`config.mk`:
```
export PLATFORM = sky130hd
export DESIGN_NAME = ball_mover_flat
export DESIGN_NICKNAME = d
export VERILOG_FILES = /design/src/rtl/breakout_pkg.sv /design/src/rtl/ball_mover_if.sv /design/src/rtl/ball_mover_collision_latch.sv /design/src/rtl/ball_mover.sv /design/src/flat_wrapper.sv
export SDC_FILE = /design/constraint.sdc
export NUM_CORES = 1
export LEC_CHECK = 0
export BUFFER_PORTS_ARGS = -buffer_cell sky130_fd_sc_hd__buf_4
export CAP_MARGIN = 20
export CORE_MARGIN = 2
export CORE_UTILIZATION = 25
export CTS_CLUSTER_SIZE = 14
export DETAILED_ROUTE_END_ITERATION = 8
export GPL_TIMING_DRIVEN = 0
export PLACE_DENSITY = 0.41
export SETUP_SLACK_MARGIN = 0.5
export SLEW_MARGIN = 20
export SYNTH_ARGS = -nofsm -noshare
export SYNTH_HDL_FRONTEND = slang
export SYNTH_HIERARCHICAL = 1
export SYNTH_SLANG_ARGS = --single-unit
```
`constraint.sdc`:
```
create_clock -name clk -period 3.2 [get_ports clk]
set_input_delay 0.64 -clock clk [delete_from_list [all_inputs] [get_ports clk]]
set_output_delay 0.64 -clock clk [all_outputs]
set_load 0.01 [all_outputs]
```
`src/rtl/breakout_pkg.sv`:
```
// breakout_pkg: shared breakout types, direction encodings and default screen bounds
package breakout_pkg;
  typedef enum logic [1:0] {SERVE, PLAY, RESOLVE, MOVE} state_t;
  typedef struct packed {
    logic t;
    logic b;
    logic l;
    logic r;
  } contact_t;
  localparam logic DIR_RIGHT = 1'b0;
  localparam logic DIR_LEFT = 1'b1;
  localparam logic DIR_UP = 1'b1;
  localparam logic DIR_DOWN = 1'b0;
  localparam int SCREEN_X_MIN = 8;
  localparam int SCREEN_X_MAX = 627;
  localparam int SCREEN_Y_MIN = 8;
  localparam int SCREEN_Y_LOST = 475;
  localparam int BALL_START_X = 320;
  localparam int BALL_START_Y = 400;
endpackage

```
`src/rtl/ball_mover_if.sv`:
```
// ball_mover_if: painter/playfield inputs and ball state outputs of the ball mover
//   master: drives collision regions, obstacle, display_active, frame_pulse, serve
//   slave:  the mover; returns x, y, dir_x, dir_y, hit, lost, playing
interface ball_mover_if;
  logic in_ball_top, in_ball_bottom, in_ball_left, in_ball_right;
  logic obstacle, display_active, frame_pulse, serve;
  logic [9:0] x;
  logic [8:0] y;
  logic dir_x, dir_y, hit, lost, playing;
  modport master (
    output in_ball_top, in_ball_bottom, in_ball_left, in_ball_right,
    output obstacle, display_active, frame_pulse, serve,
    input x, y, dir_x, dir_y, hit, lost, playing
  );
  modport slave (
    input in_ball_top, in_ball_bottom, in_ball_left, in_ball_right,
    input obstacle, display_active, frame_pulse, serve,
    output x, y, dir_x, dir_y, hit, lost, playing
  );
endinterface

```
`src/rtl/ball_mover_collision_latch.sv`:
```
// collision_latch: four sticky contact flags {t,b,l,r} sampled against solid visible pixels
//   clk, nRst: clock, async active-low reset
//   display_active, obstacle: qualify a region as a real contact
//   sample: capture enable; clr: synchronous clear (wins over sample)
//   region: current pixel's ball regions; flags: latched contacts
module collision_latch (
  input  logic       clk,
  input  logic       nRst,
  input  logic       display_active,
  input  logic       obstacle,
  input  logic       sample,
  input  logic       clr,
  input  logic [3:0] region,
  output logic [3:0] flags
);
  always_ff @(posedge clk or negedge nRst)
    if (!nRst) flags <= '0;
    else if (clr) flags <= '0;
    else if (sample) flags <= flags | (region & {4{display_active & obstacle}});
endmodule

```
`src/rtl/ball_mover.sv`:
```
// ball_mover: latches ball contacts during a frame, reflects and advances the ball once per frame
//   clk, nRst: pixel clock, async active-low reset
//   bus (slave): painter regions, obstacle, display_active, frame_pulse, serve in;
//                x, y, dir_x, dir_y, hit, lost, playing out (all registered)
module ball_mover
  import breakout_pkg::*;
#(
  parameter int START_X = BALL_START_X,
  parameter int START_Y = BALL_START_Y,
  parameter int SPEED   = 1,
  parameter int X_MIN   = SCREEN_X_MIN,
  parameter int X_MAX   = SCREEN_X_MAX,
  parameter int Y_MIN   = SCREEN_Y_MIN,
  parameter int Y_LOST  = SCREEN_Y_LOST
) (
  input logic clk,
  input logic nRst,
  ball_mover_if.slave bus
);
  localparam logic [10:0] SP = 11'(SPEED);
  localparam logic [9:0] SX = 10'(START_X);
  localparam logic [8:0] SY = 9'(START_Y);
  state_t state, state_n;
  contact_t flags, region;
  logic [9:0] x_n;
  logic [8:0] y_n;
  logic dx_n, dy_n, hit_n, lost_n;
  logic [10:0] xw, xl, xr, yw, yu, yd;
  logic x_lo, x_hi, y_lo, y_out;
  assign region = {bus.in_ball_top, bus.in_ball_bottom, bus.in_ball_left, bus.in_ball_right};
  collision_latch u_latch (
    .clk(clk),
    .nRst(nRst),
    .display_active(bus.display_active),
    .obstacle(bus.obstacle),
    .sample(state == PLAY),
    .clr(state == MOVE),
    .region(region),
    .flags(flags)
  );
  // 11-bit arithmetic; the explicit borrow term keeps x-SPEED from wrapping past zero
  assign xw = {1'b0, bus.x};
  assign xl = xw - SP;
  assign xr = xw + SP;
  assign x_lo = (xw < SP) || (xl < 11'(X_MIN));
  assign x_hi = xr > 11'(X_MAX);
  assign yw = {2'b00, bus.y};
  assign yu = yw - SP;
  assign yd = yw + SP;
  assign y_lo = (yw < SP) || (yu < 11'(Y_MIN));
  assign y_out = yd >= 11'(Y_LOST);
  always_comb begin
    state_n = state;
    x_n = bus.x;
    y_n = bus.y;
    dx_n = bus.dir_x;
    dy_n = bus.dir_y;
    hit_n = 1'b0;
    lost_n = 1'b0;
    unique case (state)
      SERVE: begin
        x_n = SX;
        y_n = SY;
        if (bus.serve) begin
          state_n = PLAY;
          dx_n = DIR_RIGHT;
          dy_n = DIR_UP;
        end
      end
      PLAY: state_n = bus.frame_pulse ? RESOLVE : PLAY;
      RESOLVE: begin
        // only a contact on the side the ball is heading toward reflects it
        dy_n = (flags.t && bus.dir_y == DIR_UP) ? DIR_DOWN :
               (flags.b && bus.dir_y == DIR_DOWN) ? DIR_UP : bus.dir_y;
        dx_n = (flags.l && bus.dir_x == DIR_LEFT) ? DIR_RIGHT :
               (flags.r && bus.dir_x == DIR_RIGHT) ? DIR_LEFT : bus.dir_x;
        hit_n = (dx_n != bus.dir_x) || (dy_n != bus.dir_y);
        state_n = MOVE;
      end
      MOVE: begin
        x_n = bus.dir_x == DIR_LEFT ? (x_lo ? 10'(X_MIN) : xl[9:0]) : (x_hi ? 10'(X_MAX) : xr[9:0]);
        dx_n = bus.dir_x == DIR_LEFT ? (x_lo ? DIR_RIGHT : DIR_LEFT) : (x_hi ? DIR_LEFT : DIR_RIGHT);
        state_n = PLAY;
        if (bus.dir_y == DIR_UP) begin
          y_n = y_lo ? 9'(Y_MIN) : yu[8:0];
          dy_n = y_lo ? DIR_DOWN : DIR_UP;
        end else if (y_out) begin
          lost_n = 1'b1;
          x_n = SX;
          y_n = SY;
          dx_n = DIR_RIGHT;
          dy_n = DIR_UP;
          state_n = SERVE;
        end else begin
          y_n = yd[8:0];
        end
      end
      default: state_n = SERVE;
    endcase
  end
  always_ff @(posedge clk or negedge nRst)
    if (!nRst) begin
      state <= SERVE;
      bus.x <= SX;
      bus.y <= SY;
      bus.dir_x <= DIR_RIGHT;
      bus.dir_y <= DIR_UP;
      bus.hit <= 1'b0;
      bus.lost <= 1'b0;
      bus.playing <= 1'b0;
    end else begin
      state <= state_n;
      bus.x <= x_n;
      bus.y <= y_n;
      bus.dir_x <= dx_n;
      bus.dir_y <= dy_n;
      bus.hit <= hit_n;
      bus.lost <= lost_n;
      bus.playing <= state_n != SERVE;
    end
endmodule

```
`src/flat_wrapper.sv`:
```
// flat-port wrapper written by rule: the top's interface ports become plain ports
module ball_mover_flat import breakout_pkg::*;
#(
  parameter int START_X = BALL_START_X,
  parameter int START_Y = BALL_START_Y,
  parameter int SPEED   = 1,
  parameter int X_MIN   = SCREEN_X_MIN,
  parameter int X_MAX   = SCREEN_X_MAX,
  parameter int Y_MIN   = SCREEN_Y_MIN,
  parameter int Y_LOST  = SCREEN_Y_LOST
)
  (clk, nRst, bus_in_ball_top, bus_in_ball_bottom, bus_in_ball_left, bus_in_ball_right, bus_obstacle, bus_display_active, bus_frame_pulse, bus_serve, bus_x, bus_y, bus_dir_x, bus_dir_y, bus_hit, bus_lost, bus_playing);
  ball_mover_if bus_i ();
  input logic clk;
  input logic nRst;
  input wire logic [$bits(bus_i.in_ball_top)-1:0] bus_in_ball_top;
  input wire logic [$bits(bus_i.in_ball_bottom)-1:0] bus_in_ball_bottom;
  input wire logic [$bits(bus_i.in_ball_left)-1:0] bus_in_ball_left;
  input wire logic [$bits(bus_i.in_ball_right)-1:0] bus_in_ball_right;
  input wire logic [$bits(bus_i.obstacle)-1:0] bus_obstacle;
  input wire logic [$bits(bus_i.display_active)-1:0] bus_display_active;
  input wire logic [$bits(bus_i.frame_pulse)-1:0] bus_frame_pulse;
  input wire logic [$bits(bus_i.serve)-1:0] bus_serve;
  output wire logic [$bits(bus_i.x)-1:0] bus_x;
  output wire logic [$bits(bus_i.y)-1:0] bus_y;
  output wire logic [$bits(bus_i.dir_x)-1:0] bus_dir_x;
  output wire logic [$bits(bus_i.dir_y)-1:0] bus_dir_y;
  output wire logic [$bits(bus_i.hit)-1:0] bus_hit;
  output wire logic [$bits(bus_i.lost)-1:0] bus_lost;
  output wire logic [$bits(bus_i.playing)-1:0] bus_playing;
  assign bus_i.in_ball_top = bus_in_ball_top;
  assign bus_i.in_ball_bottom = bus_in_ball_bottom;
  assign bus_i.in_ball_left = bus_in_ball_left;
  assign bus_i.in_ball_right = bus_in_ball_right;
  assign bus_i.obstacle = bus_obstacle;
  assign bus_i.display_active = bus_display_active;
  assign bus_i.frame_pulse = bus_frame_pulse;
  assign bus_i.serve = bus_serve;
  assign bus_x = bus_i.x;
  assign bus_y = bus_i.y;
  assign bus_dir_x = bus_i.dir_x;
  assign bus_dir_y = bus_i.dir_y;
  assign bus_hit = bus_i.hit;
  assign bus_lost = bus_i.lost;
  assign bus_playing = bus_i.playing;
  ball_mover #(.START_X(START_X), .START_Y(START_Y), .SPEED(SPEED), .X_MIN(X_MIN), .X_MAX(X_MAX), .Y_MIN(Y_MIN), .Y_LOST(Y_LOST)) u_core (.clk(clk), .nRst(nRst), .bus(bus_i));
endmodule
```
# After elaboration in Yosys (flattened, before gate mapping)
# Cells that the tools add are included.
# op_classes
mux,36
n_reduce_logical,13
eq_ne,6
n_lt_le_gt_ge,6
bitwise_logic,5
add_sub_neg,4
# ops
cell,count
10-bit two-way mux,5
9-bit two-way mux,3
"11-bit by 4-bit < comparator with 1-bit output, second input constant",2
10-bit case mux with 2 select lines,1
1-bit two-way mux,18
9-bit case mux with 2 select lines,1
"10-bit by 1-bit adder with 11-bit output, second input constant",1
"11-bit by 9-bit >= comparator with 1-bit output, second input constant",1
"11-bit by 10-bit greater-than comparator with 1-bit output, second input constant",1
"10-bit by 1-bit subtractor with 11-bit output, second input constant",1
"9-bit by 1-bit adder with 10-bit output, second input constant",1
"10-bit by 1-bit < comparator with 1-bit output, second input constant",1
"9-bit by 1-bit subtractor with 10-bit output, second input constant",1
"9-bit by 1-bit < comparator with 1-bit output, second input constant",1
4-bit two-way mux,2
2-bit case mux with 4 select lines,1
2-bit two-way mux,3
1-bit case mux with 3 select lines,2
2-bit nonzero test,3
4-bit AND,1
"2-bit == test, second input constant",2
1-bit logical AND,4
4-bit bitwise OR,1
1-bit logical OR,3
other kinds (8),10
# totals
wordCells,79
output_inout_bits,24
in_bits,10
reg_bits,30

# Depth between registers and ports, before layout
# logic_depth
ltp_word,8
mapped_depth,11
depth_no_buf,9

# Cells and area by module
# The synthesis kept the hierarchy.
# by_module_without_submodules
module,cells_each,area_per_inst_um2,seq_area_each_um2,n_inst
ball_mover,378,2900.3,658.1,1
collision_latch,12,150.1,100.1,1

# Least setup slack after synthesis
# No wires, ideal clock.
# synth_path
kind,reg-to-reg
start,register u_core.bus.x[0]
end,register u_core.bus.x[5]
arrival_time_ps,2494
n_path_buf,2
stages_incl_launch_ff,12
period_less_slack_ps,2614
required_time_ps,3081
slack_ps,586
setup_time_ps,119
path_cell_list,dfrtp_1 -> buf_2 -> inv_1 -> ha_1 -> clkbuf_1 -> o21ba_2 -> nor2_1 -> o32ai_1 -> nand3_2 -> a211o_2 -> a41o_1 -> nor2b_1
# synth_via
elab_chain_cells,8
word_cells_on_any_way,12
classes_between,add/sub: 2; order compare: 3; mux: 6; reduce/logical: 1
# synth_rtl
item,line,text
from (decl),ball_mover_if.sv:18,"output x, y, dir_x, dir_y, hit, lost, playing"
from (signal assigned),ball_mover.sv:113,bus.x <= x_n;
10-bit by 1-bit subtractor with 11-bit output,ball_mover.sv:43,assign xl = xw - SP;
11-bit by 4-bit < comparator with 1-bit output,ball_mover.sv:45,assign x_lo = (xw < SP) || (xl < 11'(X_MIN));
1-bit logical OR,ball_mover.sv:45,
10-bit two-way mux,ball_mover.sv:81,x_n = bus.dir_x == DIR_LEFT ? (x_lo ? 10'(X_MIN) : xl[9:0]) : (x_hi ? 10'(X_MAX) : xr[9:0]);
10-bit two-way mux (*),ball_mover.sv:81,
10-bit two-way mux,ball_mover.sv:87,end else if (y_out) begin
10-bit two-way mux (*),ball_mover.sv:84,if (bus.dir_y == DIR_UP) begin
10-bit case mux with 2 select lines (*),ball_mover.sv:60,unique case (state)
# Mark *: on every way between the ends. The rest lies on a longest branch, timed or not.
# A chain may end at the register's enable or synchronous reset.

# Final worst setup path
# layout_path
start,register u_core.bus.x[0]
end,register u_core.bus.x[3]
# Same word-level chain as after synthesis.

==> flow_summary.toml <==
[setup_path]
required_ns = 3.36
startpoint_type = "flop"
regToRegEndpoint = "u_core/bus.x[3]$_DFFE_PN0P_"
cp_top_family = "compound AO/OA/AOI/OAI gates"
rrSetupSlack_ns = 0.60
critical_path_buf_inv_count = 2
cpPeakStageDelay_ns = 0.41
reg2reg_depth = 10
cp_max_fo = 9
r2r_start = "u_core/bus.x[0]$_DFFE_PN0P_"
crit_path_end_kind = "flop"
slowest_stage = "o31ai_4"
path_cells = "buf_6, inv_2, ha_4, or3b_4, a21oi_1, a211oi_2, o31ai_4, nand2_4, a311oi_4, nor2_1"
crit_arrival_ns = 2.76
worst-setup-path-type = "reg -> reg"

[grt]
grt_pass1_wl_um = 17500
grt_pass1_vias = 3094
grt_antenna_before_repair = 0
grt_max_degree = 31
track_usage = 0.170
grt_remaining_overflow = 0

[placed_design]
gp_congestion = 0.875
port_buffers = 33
dpl.hpwl_um = 7910
post_dp_cell_area_mm2 = 0.00348

[die]
die_area_mm2 = 0.0131
initial_core_util = 0.255
core_area_mm2 = 0.0120
io_pins = 34
fp.dieW_um = 114
rows = 40
dieHeight_um = 114

[sta]
worst_pin_slew_ns = 0.739
report.final.slew_viol_count = 0
post-route-period-util = 0.812
slew_headroom = 0.507
setup-violations-final = 0
maxClockFrequency_mhz = 385
rsz0062_at_grt = "true"
skew_ns = 0.00662
hold_viol = 0
setup-tns-final_ns = 0
period_minus_slack_ns = 2.60

[finish]
diodes = 0
fin_area_mm2 = 0.00391
drive_above_1_share = 0.260
final_nets = 467
areaGrowthSynthToFinish_pct = 28.3

[synthesis]
async_reset_ff_frac = 1.00
postSynthCellCount = 390
yosysTopAreaCell = "dfrtp_1"
synth_nets = 412
yosys_warnings = 6
ys_types = 81
synth_edf_count = 0
syn-cell-area_mm2 = 0.00305
syn_area_per_cell_um2 = 7.82
synth_flop_cell = "dfrtp_1"
synth_top_cell_area_share = 0.197
ys_seq_area_frac = 0.249
synth_area_leaders = "dfrtp_1, dfstp_2, ha_1"
ys_ff_latch = 30

[route]
wl_um = 11100
wl_per_cell_um = 18.8
drt-vias-per-instance = 5.66
vias = 3357
dr.first_iter.drc_count = 244
route.detailed.drc = 0
ant_nets = 0
drtPass1Iterations = 5

[clocking]
numCtsBuffers = 5
clock_sinks = 30
clk_pin_slew_ns = 0.06
cts_root_buffer = "clkbuf_16"
clk-insertion-delay-late_ns = 0.29
cts_buffer_depth = 2
ctsHtreeMaxLevel = 2
cts_tree = "built"
cts-hold-fix-buffers = 0

[run]
maxCapViolCount = 0

[pwr]
peakVddDrop_mv = 0.218
power_density_mw_per_mm2 = 922
power_leakage_nw = 1.53

[outcome]
status = "complete, no violations"

[hold_path]
hp-class = "in -> async"
cell usage after synthesis (5+ instances only):
| cell type | count |
|---|---|
| a311oi_1 | 5 |
| nand2_1 | 31 |
| dfstp_2 | 6 |
| nor2b_1 | 5 |
| inv_1 | 19 |
| nand2b_1 | 5 |
| o22ai_1 | 6 |
| o21ai_0 | 19 |
| o31ai_1 | 9 |
| nor3_1 | 15 |
| ha_1 | 12 |
| a21oi_1 | 19 |
| a31oi_1 | 12 |
| a41oi_1 | 7 |
| nand3_1 | 23 |
| and3_1 | 5 |
| dfrtp_1 | 24 |
| buf_2 | 7 |
| nand4_1 | 8 |
| clkbuf_1 | 18 |
| nor2_1 | 28 |
| xnor2_1 | 5 |
repair_timing:
action	4_1_cts	5_1_grt
setup buffers	2	13
pin swaps	2	12
gates resized for setup	7	33
endpoints found under the setup margin	19	22
power by group:
part           switching (W)  internal (W)
clock network       0.000184      0.000308
registers           0.000138      0.000521
logic                0.00151      0.000950
logic make-up after synthesis:
logic type	count (synthesis)	share of synthesized area
mux	3	0.00984
compound gates	134	0.334
xor+xnor	5	0.0144
simple gates	157	0.279
fa+ha+maj	12	0.0492
flops	30	0.249
buf+inv	49	0.0644
layer usage:
layer | up-vias | part of all wire | GRT usage
li1 | 1612 | - | -
met1 | 1622 | 0.47 | 0.240
met2 | 111 | 0.46 | 0.265
met3 | 12 | 0.053 | 0.0296
met4 | 0 | 0.015 | 0.0512
met5 | - | 0 | 0
worst max-delay path by stage:
stage / start / endpoint / depth (start not counted)
6_report: u_core/bus.x[0]$_DFFE_PN0P_ / u_core/bus.x[3]$_DFFE_PN0P_ / 10
5_1_grt: u_core/bus.x[3]$_DFFE_PN0P_ / u_core/bus.x[3]$_DFFE_PN0P_ / 8
4_1_cts: u_core/bus.y[0]$_DFFE_PN0P_ / u_core/bus.x[2]$_DFFE_PN0P_ / 9
3_5_place_dp: u_core/bus.x[0]$_DFFE_PN0P_ / u_core/bus.x[3]$_DFFE_PN0P_ / 10
3_3_place_gp: u_core/bus.x[1]$_DFFE_PN0P_ / u_core/bus.x[3]$_DFFE_PN0P_ / 9
2_1_floorplan: u_core/bus.x[0]$_DFFE_PN0P_ / u_core/bus.x[5]$_DFFE_PN0P_ / 11
state kept, by name, summed over array words and instances (netlist names):
name and flops:
u_core/bus.dir_x 1, u_core/bus.dir_y 1, u_core/bus.hit 1, u_core/bus.lost 1
u_core/bus.playing 1, u_core/bus.x 10, u_core/bus.y 9, u_core/state 2
u_core/u_latch/flags 4
per-stage QoR:
stage	hold slack [ns]	setup WS (ns)	std cells	total power, W	util
6_report	0.295	0.601	593	0.00361	0.327
5_1_grt	0.327	0.487	593	0.00388	0.327
4_1_cts	0.312	0.316	580	0.00338	0.307
3_5_place_dp	0.500	0.0939	570	0.00281	0.291
3_3_place_gp	0.506	0.0968	570	0.00282	0.291
2_1_floorplan	0.344	0.586	390	0.00212	-
cells in the final DEF (no fill, tap or decap), drive strengths merged, types with 7 or more instances in the layout:
cell and count:
a31oi 12, inv 18, a41oi 7, clkbuf 26
nand4 9, a21oi 19, ha 12, dfrtp 24
nand3 24, nand2 33, o21ai 22, o31ai 10
nor2 29, nor3 17, buf 58
area by class of cell:
| class | count | area [µm²] |
|---|---|---|
| Tap cell | 147 | 184 |
| Clock buffer | 7 | 143 |
| Multi-Input combinational cell | 311 | 2240 |
| Sequential cell | 30 | 761 |
| Clock inverter | 1 | 5.00 |
| Fill cell | 1273 | 8050 |
| Inverter | 20 | 78.8 |
| Buffer | 29 | 145 |
| Timing Repair Buffer | 48 | 360 |
worst register-to-register path: stages, from the launching register on:
cell	delay, ns
dfrtp_1	0.35
buf_6	0.14
inv_2	0.07
ha_4	0.27
or3b_4	0.38
a21oi_1	0.19
a211oi_2	0.11
o31ai_4	0.41
nand2_4	0.15
a311oi_4	0.32
nor2_1	0.08
No activity file was read; power rests on OpenSTA's default activity.
